### config.mk
export PLATFORM = sky130hd
export DESIGN_NAME = dac_sample_feeder
export DESIGN_NICKNAME = d
export VERILOG_FILES = /design/src/rtl/dac_feeder_pkg.sv /design/src/rtl/dac_sample_fifo.sv /design/src/rtl/dac_sample_feeder.sv
export SDC_FILE = /design/constraint.sdc
export NUM_CORES = 1
export LEC_CHECK = 0
export ABC_AREA = 0
export BUFFER_PORTS_ARGS = -buffer_cell sky130_fd_sc_hd__buf_2
export CAP_MARGIN = 40
export CORE_MARGIN = 8
export CORE_UTILIZATION = 30
export CTS_BUF_LIST = sky130_fd_sc_hd__clkbuf_16
export DETAILED_ROUTE_END_ITERATION = 8
export HOLD_SLACK_MARGIN = 0.12
export PLACE_DENSITY = 0.57
export SLEW_MARGIN = 5
export SYNTH_ARGS = -nofsm -noshare
export SYNTH_HDL_FRONTEND = slang
export SYNTH_SLANG_ARGS = --single-unit
### constraint.sdc
create_clock -name clk -period 5.5 [get_ports clk]
set_input_delay 0 -clock clk [delete_from_list [all_inputs] [get_ports clk]]
set_output_delay 0 -clock clk [all_outputs]
set_load 0.05 [all_outputs]
### src/rtl/dac_feeder_pkg.sv
// Shared types and constants for the DAC sample feeder.
package dac_feeder_pkg;

    localparam int DAC_DATA_W   = 12;
    localparam int UNDERRUN_W   = 8;
    localparam int UNDERRUN_MAX = 255;

    typedef enum logic [1:0] {
        IDLE,
        LOAD,
        START,
        WAIT_DONE
    } feeder_state_e;

    // Increment that sticks at UNDERRUN_MAX instead of wrapping.
    function automatic logic [UNDERRUN_W-1:0] sat_inc(input logic [UNDERRUN_W-1:0] value);
        return (value == UNDERRUN_W'(UNDERRUN_MAX)) ? value : value + UNDERRUN_W'(1);
    endfunction

endpackage

### src/rtl/dac_sample_fifo.sv
// Synchronous sample FIFO with flush, full/empty/level and a sticky overflow flag.
// The read port is a pop: the head sample is registered into rd_data and held
// there until the next pop.
module dac_sample_fifo
    import dac_feeder_pkg::*;
#(
    parameter int DEPTH = 16
) (
    input  logic                   clk,
    input  logic                   rst,
    input  logic                   flush,
    input  logic                   wr_en,
    input  logic [DAC_DATA_W-1:0]  wr_data,
    input  logic                   rd_en,
    output logic [DAC_DATA_W-1:0]  rd_data,
    output logic                   full,
    output logic                   empty,
    output logic [$clog2(DEPTH):0] level,
    output logic                   overflow
);

    localparam int AW = $clog2(DEPTH);

    logic [DAC_DATA_W-1:0] mem [DEPTH];
    logic [AW-1:0]         wr_ptr;
    logic [AW-1:0]         rd_ptr;
    logic                  do_wr;
    logic                  do_rd;

    assign full  = (level == (AW + 1)'(DEPTH));
    assign empty = (level == '0);
    // Flush wins over a same-cycle write; a write while full is dropped.
    assign do_wr = wr_en && !full && !flush;
    assign do_rd = rd_en && !empty;

    // Sample storage.
    // NOTE: the array has no reset; pointers and level alone define which
    // entries are valid, so it can map onto plain RAM.
    always_ff @(posedge clk) begin
        if (do_wr) begin
            mem[wr_ptr] <= wr_data;
        end
    end

    // Pointers, occupancy and the sticky overflow flag.
    // NOTE: sequential state uses non-blocking assignments only, so every
    // register here sees the pre-edge value of every other register.
    always_ff @(posedge clk) begin
        if (rst) begin
            wr_ptr   <= '0;
            rd_ptr   <= '0;
            level    <= '0;
            overflow <= 1'b0;
        end else if (flush) begin
            wr_ptr   <= '0;
            rd_ptr   <= '0;
            level    <= '0;
            overflow <= 1'b0;
        end else begin
            if (do_wr) wr_ptr <= wr_ptr + AW'(1);
            if (do_rd) rd_ptr <= rd_ptr + AW'(1);
            case ({do_wr, do_rd})
                2'b10:   level <= level + (AW + 1)'(1);
                2'b01:   level <= level - (AW + 1)'(1);
                default: ;
            endcase
            if (wr_en && full) overflow <= 1'b1;
        end
    end

    // Registered read port: holds the last popped sample.
    always_ff @(posedge clk) begin
        if (rst) begin
            rd_data <= '0;
        end else if (do_rd) begin
            rd_data <= mem[rd_ptr];
        end
    end

endmodule

### src/rtl/dac_sample_feeder.sv
// Paces buffered 12-bit samples into one DAC controller channel: one
// conversion per sample-rate tick, handshaken with cnv_start / cnv_done.
// Optional: define DAC_FEEDER_TIMEOUT_EN to abandon a conversion after
// TIMEOUT_CYCLES cycles without cnv_done and flag timeout_err.
module dac_sample_feeder
    import dac_feeder_pkg::*;
#(
    parameter int DEPTH          = 16,
    parameter int TIMEOUT_CYCLES = 65535
) (
    input  logic                   clk,
    input  logic                   rst,
    input  logic                   enable,
    input  logic                   flush,
    input  logic [15:0]            period,
    input  logic                   wr_en,
    input  logic [DAC_DATA_W-1:0]  wr_data,
    input  logic                   cnv_done,
    output logic [DAC_DATA_W-1:0]  dac_data,
    output logic                   cnv_start,
    output logic                   busy,
    output logic                   fifo_full,
    output logic                   fifo_empty,
    output logic [$clog2(DEPTH):0] fifo_level,
    output logic [UNDERRUN_W-1:0]  underrun_cnt,
    output logic                   overflow,
    output logic                   timeout_err
);

    if (DEPTH < 2 || (DEPTH & (DEPTH - 1)) != 0) begin : g_depth_check
        $error("DEPTH must be a power of two and at least 2");
    end
    if (TIMEOUT_CYCLES < 1) begin : g_timeout_check
        $error("TIMEOUT_CYCLES must be at least 1");
    end

    feeder_state_e state;
    feeder_state_e next_state;

    logic [15:0] count;
    logic [15:0] period_r;
    logic [15:0] cur_period;
    logic        tick;
    logic        pending;
    logic        go;
    logic        pop;
    logic        underrun_hit;

    // ---------------- sample-rate timer ----------------
    // The live period is only sampled while the count sits at 0, so a new
    // period value takes effect at the next wrap.
    assign cur_period = (count == '0) ? period : period_r;
    assign tick       = enable && ((cur_period == '0) || (count == cur_period - 16'd1));

    // Timer count and the period captured for the current interval.
    always_ff @(posedge clk) begin
        if (rst) begin
            count    <= '0;
            period_r <= '0;
        end else begin
            period_r <= cur_period;
            if (!enable || tick) begin
                count <= '0;
            end else begin
                count <= count + 16'd1;
            end
        end
    end

    // A tick is acted on in the same cycle when the FSM is idle; otherwise it
    // is remembered once in pending and any further ticks are dropped.
    assign go           = (state == IDLE) && enable && (pending || tick);
    assign underrun_hit = go && fifo_empty;

    // pending flag: consumed whenever an idle FSM acts on it.
    always_ff @(posedge clk) begin
        if (rst) begin
            pending <= 1'b0;
        end else if (go) begin
            pending <= 1'b0;
        end else if (tick) begin
            pending <= 1'b1;
        end
    end

    // Saturating underrun counter; flush clears it.
    always_ff @(posedge clk) begin
        if (rst || flush) begin
            underrun_cnt <= '0;
        end else if (underrun_hit) begin
            underrun_cnt <= sat_inc(underrun_cnt);
        end
    end

    // ---------------- optional cnv_done timeout ----------------
`ifdef DAC_FEEDER_TIMEOUT_EN
    localparam int TW = $clog2(TIMEOUT_CYCLES + 1);

    logic [TW-1:0] wait_cnt;
    logic          timeout_hit;

    assign timeout_hit = (state == WAIT_DONE) && !cnv_done &&
                         (wait_cnt == TW'(TIMEOUT_CYCLES - 1));

    // Cycles spent in WAIT_DONE for the current conversion.
    always_ff @(posedge clk) begin
        if (rst || state != WAIT_DONE) begin
            wait_cnt <= '0;
        end else begin
            wait_cnt <= wait_cnt + TW'(1);
        end
    end

    // Sticky timeout flag; flush clears it.
    always_ff @(posedge clk) begin
        if (rst || flush) begin
            timeout_err <= 1'b0;
        end else if (timeout_hit) begin
            timeout_err <= 1'b1;
        end
    end
`else
    assign timeout_err = 1'b0;
`endif

    // ---------------- conversion FSM ----------------
    // State register.
    always_ff @(posedge clk) begin
        if (rst) begin
            state <= IDLE;
        end else begin
            state <= next_state;
        end
    end

    // Next-state logic. The FIFO pop is issued on the IDLE->LOAD transition so
    // the sample sits in the read register throughout LOAD, one full cycle
    // ahead of cnv_start.
    // NOTE: every signal written here gets a default first, so no path can
    // leave one unassigned and infer a latch.
    always_comb begin
        next_state = state;
        pop        = 1'b0;
        case (state)
            IDLE: begin
                if (go && !fifo_empty) begin
                    next_state = LOAD;
                    pop        = 1'b1;
                end
            end
            LOAD:  next_state = START;
            START: next_state = WAIT_DONE;
            WAIT_DONE: begin
                if (cnv_done) begin
                    next_state = IDLE;
                end
`ifdef DAC_FEEDER_TIMEOUT_EN
                else if (timeout_hit) begin
                    next_state = IDLE;
                end
`endif
            end
            default: next_state = IDLE;
        endcase
    end

    assign cnv_start = (state == START);
    assign busy      = (state != IDLE);

    dac_sample_fifo #(
        .DEPTH(DEPTH)
    ) u_fifo (
        .clk     (clk),
        .rst     (rst),
        .flush   (flush),
        .wr_en   (wr_en),
        .wr_data (wr_data),
        .rd_en   (pop),
        .rd_data (dac_data),
        .full    (fifo_full),
        .empty   (fifo_empty),
        .level   (fifo_level),
        .overflow(overflow)
    );

endmodule
==> summary.md <==
| Metric | Value |
|---|---|
| Status | `completed` |
| Global-route usage over all layers | `0.125` |
| Max frequency | `191 MHz` |
| DRT antenna net count | `0` |
| Crit Path Class | `flip-flop to flip-flop` |
| Startpoint Class | `flip-flop` |
| Layout Utilization | `0.371` |
| Worst Path Required | `5.98 ns` |
| HP Class | `input pin to flip-flop` |
| Hold Crit Start | `wr_en` |
| HPWL Detailed | `19500 µm` |
| CTS root buf | `clkbuf_16` |
| Drt first pass iters | `5` |
| Post-route DRC | `0` |
| Cell Area, Synth | `11800 µm²` |
| Final setup viols | `0` |
| First-pass GRT wire length | `46000 µm` |
| Max Fanout on Critical Path | `9` |
| Die ar. | `45800 µm²` |
| Fin crit share | `0.953` |
| Rows | `72` |
| Number of flops mapped to enable cells by yosys | `192` |
| Hold Vio Cnt, Final | `0` |
| Number of max-cap violations | `0` |
| Cells after synthesis | `885` |
| Clock Path Buffers | `3` |
| CP Capture Type | `flip-flop` |
| Final Slew Violations | `0` |
| Synth-to-Final Area Change | `22.1%` |
| CTS tree | `yes` |
| Core area | `38600 µm²` |
| Initial antenna violation count | `0` |
| Hold Path Sink | `u_fifo.overflow$_SDFFE_PP0P_` |
| NumNets Final | `1063` |
| CP most frequent cell | `inv_1` |
| Synth Warn # | `0` |
| Initial Util | `0.304` |
| Total grt overflow | `0` |
| Routability Congestion | `0.869` |
| CTS Sinks | `261` |
| Slowest-stage cell, CP | `or4b_4` |
| Commonest non-fill, non-tap cell in the layout | `edfxtp_1` |
| Normalized max-slew margin | `0.469` |
| Asr flop ratio synth | `0` |
| Power Dens Cells | `298 nW/µm²` |
| Vias per std cell | `4.99` |
| Predominant post-synthesis flop cell | `edfxtp_1` |
| H-tree levels | `1` |
| Port Buffer Count | `63` |
| FF+latch count, synth | `261` |
| Slowest stage delay, CP | `0.52 ns` |
| Most frequent cells in the layout | `edfxtp_1 (192), dfxtp_1 (67), nor2_1 (64), buf_2 (63), a21oi_1 (53)` |
| # IOs | `65` |
| Cell Chain, Critical Path | `inv_1 > ha_1 > nor4b_4 > and4_4 > mux2i_4 > ha_2 > buf_4 > or4b_4 > a2111o_1 > a211oi_1 > o31ai_1 > o311a_1 > a2111oi_4 > a211oi_4 > nor2_4 > ha_4 > inv_1 > fa_2 > inv_1 > a21o_1 > a21oi_1 > xnor2_1 > or3_1 > a21oi_1` |
| Largest net degree at the start of global routing | `43` |
| DIE HEIGHT | `214 µm` |
| Average wire per standard cell | `19.0 µm` |
| Non-Filler Instances | `1549` |
| DR iter-0 viols | `520` |
| Mean area per synthesized cell | `13.3 µm²` |
| Total power draw | `4.28 mW` |
| Flop-to-flop setup slack | `0.26 ns` |
| RR Endpoint | `u_fifo.level[4]$_SDFFE_PP0P_` |
| Antenna cells | `0` |
| WHS | `0.251 ns` |
| Clock Latency Late Sink | `0.55 ns` |
| Skew final | `0.0198 ns` |
| CTS buffer count | `27` |
| Dpl cells | `1444` |
| Lkg Pwr | `4.80 nW` |
| Syn Nets | `938` |
| TNS Setup | `0 ns` |
| Via count | `7737` |
| Worst R2R Start | `count[0]$_SDFF_PP0_` |
| Worst vdd ir | `0.240 mV` |
| Hold depth | `4` |
| Total Wirelength | `29500 µm` |
| Vias in the first global route | `7712` |
| Slew @ Worst Pin | `0.797 ns` |
| Seq/Total Area, Yosys | `0.608` |
| Cell variety after synth | `71` |
| Reg2reg path depth | `24` |
| Die X | `214 µm` |
| Share of layout cells above drive strength 1 | `0.224` |
| Crit path arrival time | `5.72 ns` |
| Min Tclk post-route | `5.24 ns` |
| Clock transition at path regs | `0.07 ns` |
critical path: cells and delay by family (launching register included):
family / cells / cell delay [ns]
AO/OA/AOI/OAI: 9 / 1.62
XOR/XNOR: 1 / 0.13
adder cells (fa/ha/maj): 4 / 0.89
buffers and inverters: 4 / 0.38
flip-flops: 1 / 0.35
multiplexers: 1 / 0.27
AND/OR/NAND/NOR: 5 / 1.54
worst max path at each step:
stage	from	endpoint	slack, ns	cells after the start
floorplan	count[0]$_SDFF_PP0_	u_fifo.level[4]$_SDFFE_PP0P_	-0.15	29
global placement	count[6]$_SDFF_PP0_	u_fifo.level[4]$_SDFFE_PP0P_	0.25	22
detailed placement	count[0]$_SDFF_PP0_	u_fifo.level[4]$_SDFFE_PP0P_	0.17	24
CTS	count[0]$_SDFF_PP0_	u_fifo.level[4]$_SDFFE_PP0P_	0.14	24
global route	count[0]$_SDFF_PP0_	u_fifo.level[4]$_SDFFE_PP0P_	-0.001	24
finish	count[0]$_SDFF_PP0_	u_fifo.level[4]$_SDFFE_PP0P_	0.26	24
repair_timing:
item	CTS	global route
endpoints found under the setup margin	0	2
hold buffers	51	0
endpoints found under the hold margin	240	0
buffers inserted	0	4
resized for setup	0	4
cell families (layout without fill, tap and decap cells):
logic type / after synthesis / after routing / synth area share
AO/OA/AOI/OAI: 159 / 159 / 0.0897
multiplexers: 77 / 77 / 0.111
buffers and inverters: 79 / 225 / 0.0285
other: 1 / 1 / 0.000319
adder cells (fa/ha/maj): 19 / 19 / 0.0209
flip-flops: 261 / 261 / 0.608
AND/OR/NAND/NOR: 251 / 251 / 0.113
XOR/XNOR: 38 / 38 / 0.0283
flip-flops by register name, indices dropped and copies added (netlist names), 4 cells and up:
name / cells
count: 16
period_r: 16
u_fifo.level: 5
u_fifo.mem: 192
u_fifo.rd_data: 12
u_fifo.rd_ptr: 4
u_fifo.wr_ptr: 4
underrun_cnt: 8
metal layers:
layer	GRT usage	routed length, µm	share of wire	vias up
met3	0.0228	1370	0.046	48
met4	0.0343	676	0.023	0
met2	0.202	13900	0.47	180
li1	-	-	-	3646
met1	0.170	13600	0.46	3863
met5	0	0	0	-
synth_stat cells, types with 20 or more instances:
| cell | n | area [µm²] |
|---|---|---|
| edfxtp_1 | 192 | 5770 |
| dfxtp_1 | 69 | 1380 |
| nor2_1 | 68 | 255 |
| inv_1 | 24 | 90.1 |
| mux2i_1 | 28 | 280 |
| nor3_1 | 26 | 130 |
| o21ai_0 | 35 | 175 |
| nand3_1 | 24 | 120 |
| xnor2_1 | 20 | 175 |
| a21oi_1 | 53 | 265 |
| mux4_2 | 42 | 946 |
| nand2_1 | 38 | 143 |
| clkbuf_1 | 32 | 120 |
per-stage QoR:
step | worst slack (ns) | cell area [µm²]
floorplan | -0.147 | 11900
global placement | 0.253 | 12800
detailed placement | 0.169 | 12900
CTS | 0.137 | 14300
global route | -0.00128 | 14400
finish | 0.260 | 14400
power breakdown:
part | internal (mW) | switching, mW
registers | 2.13 | 0.0190
clock network | 1.09 | 0.789
logic | 0.110 | 0.149
area by class of cell:
class / instances / area, µm²
Timing Repair Buffer: 151 / 1160
Multi-Input combinational cell: 545 / 4390
Clock inverter: 23 / 238
Tap cell: 518 / 648
Inverter: 24 / 90.1
Sequential cell: 261 / 7150
Clock buffer: 27 / 676
Fill cell: 3708 / 24300
(Power assumes the default switching activity.)
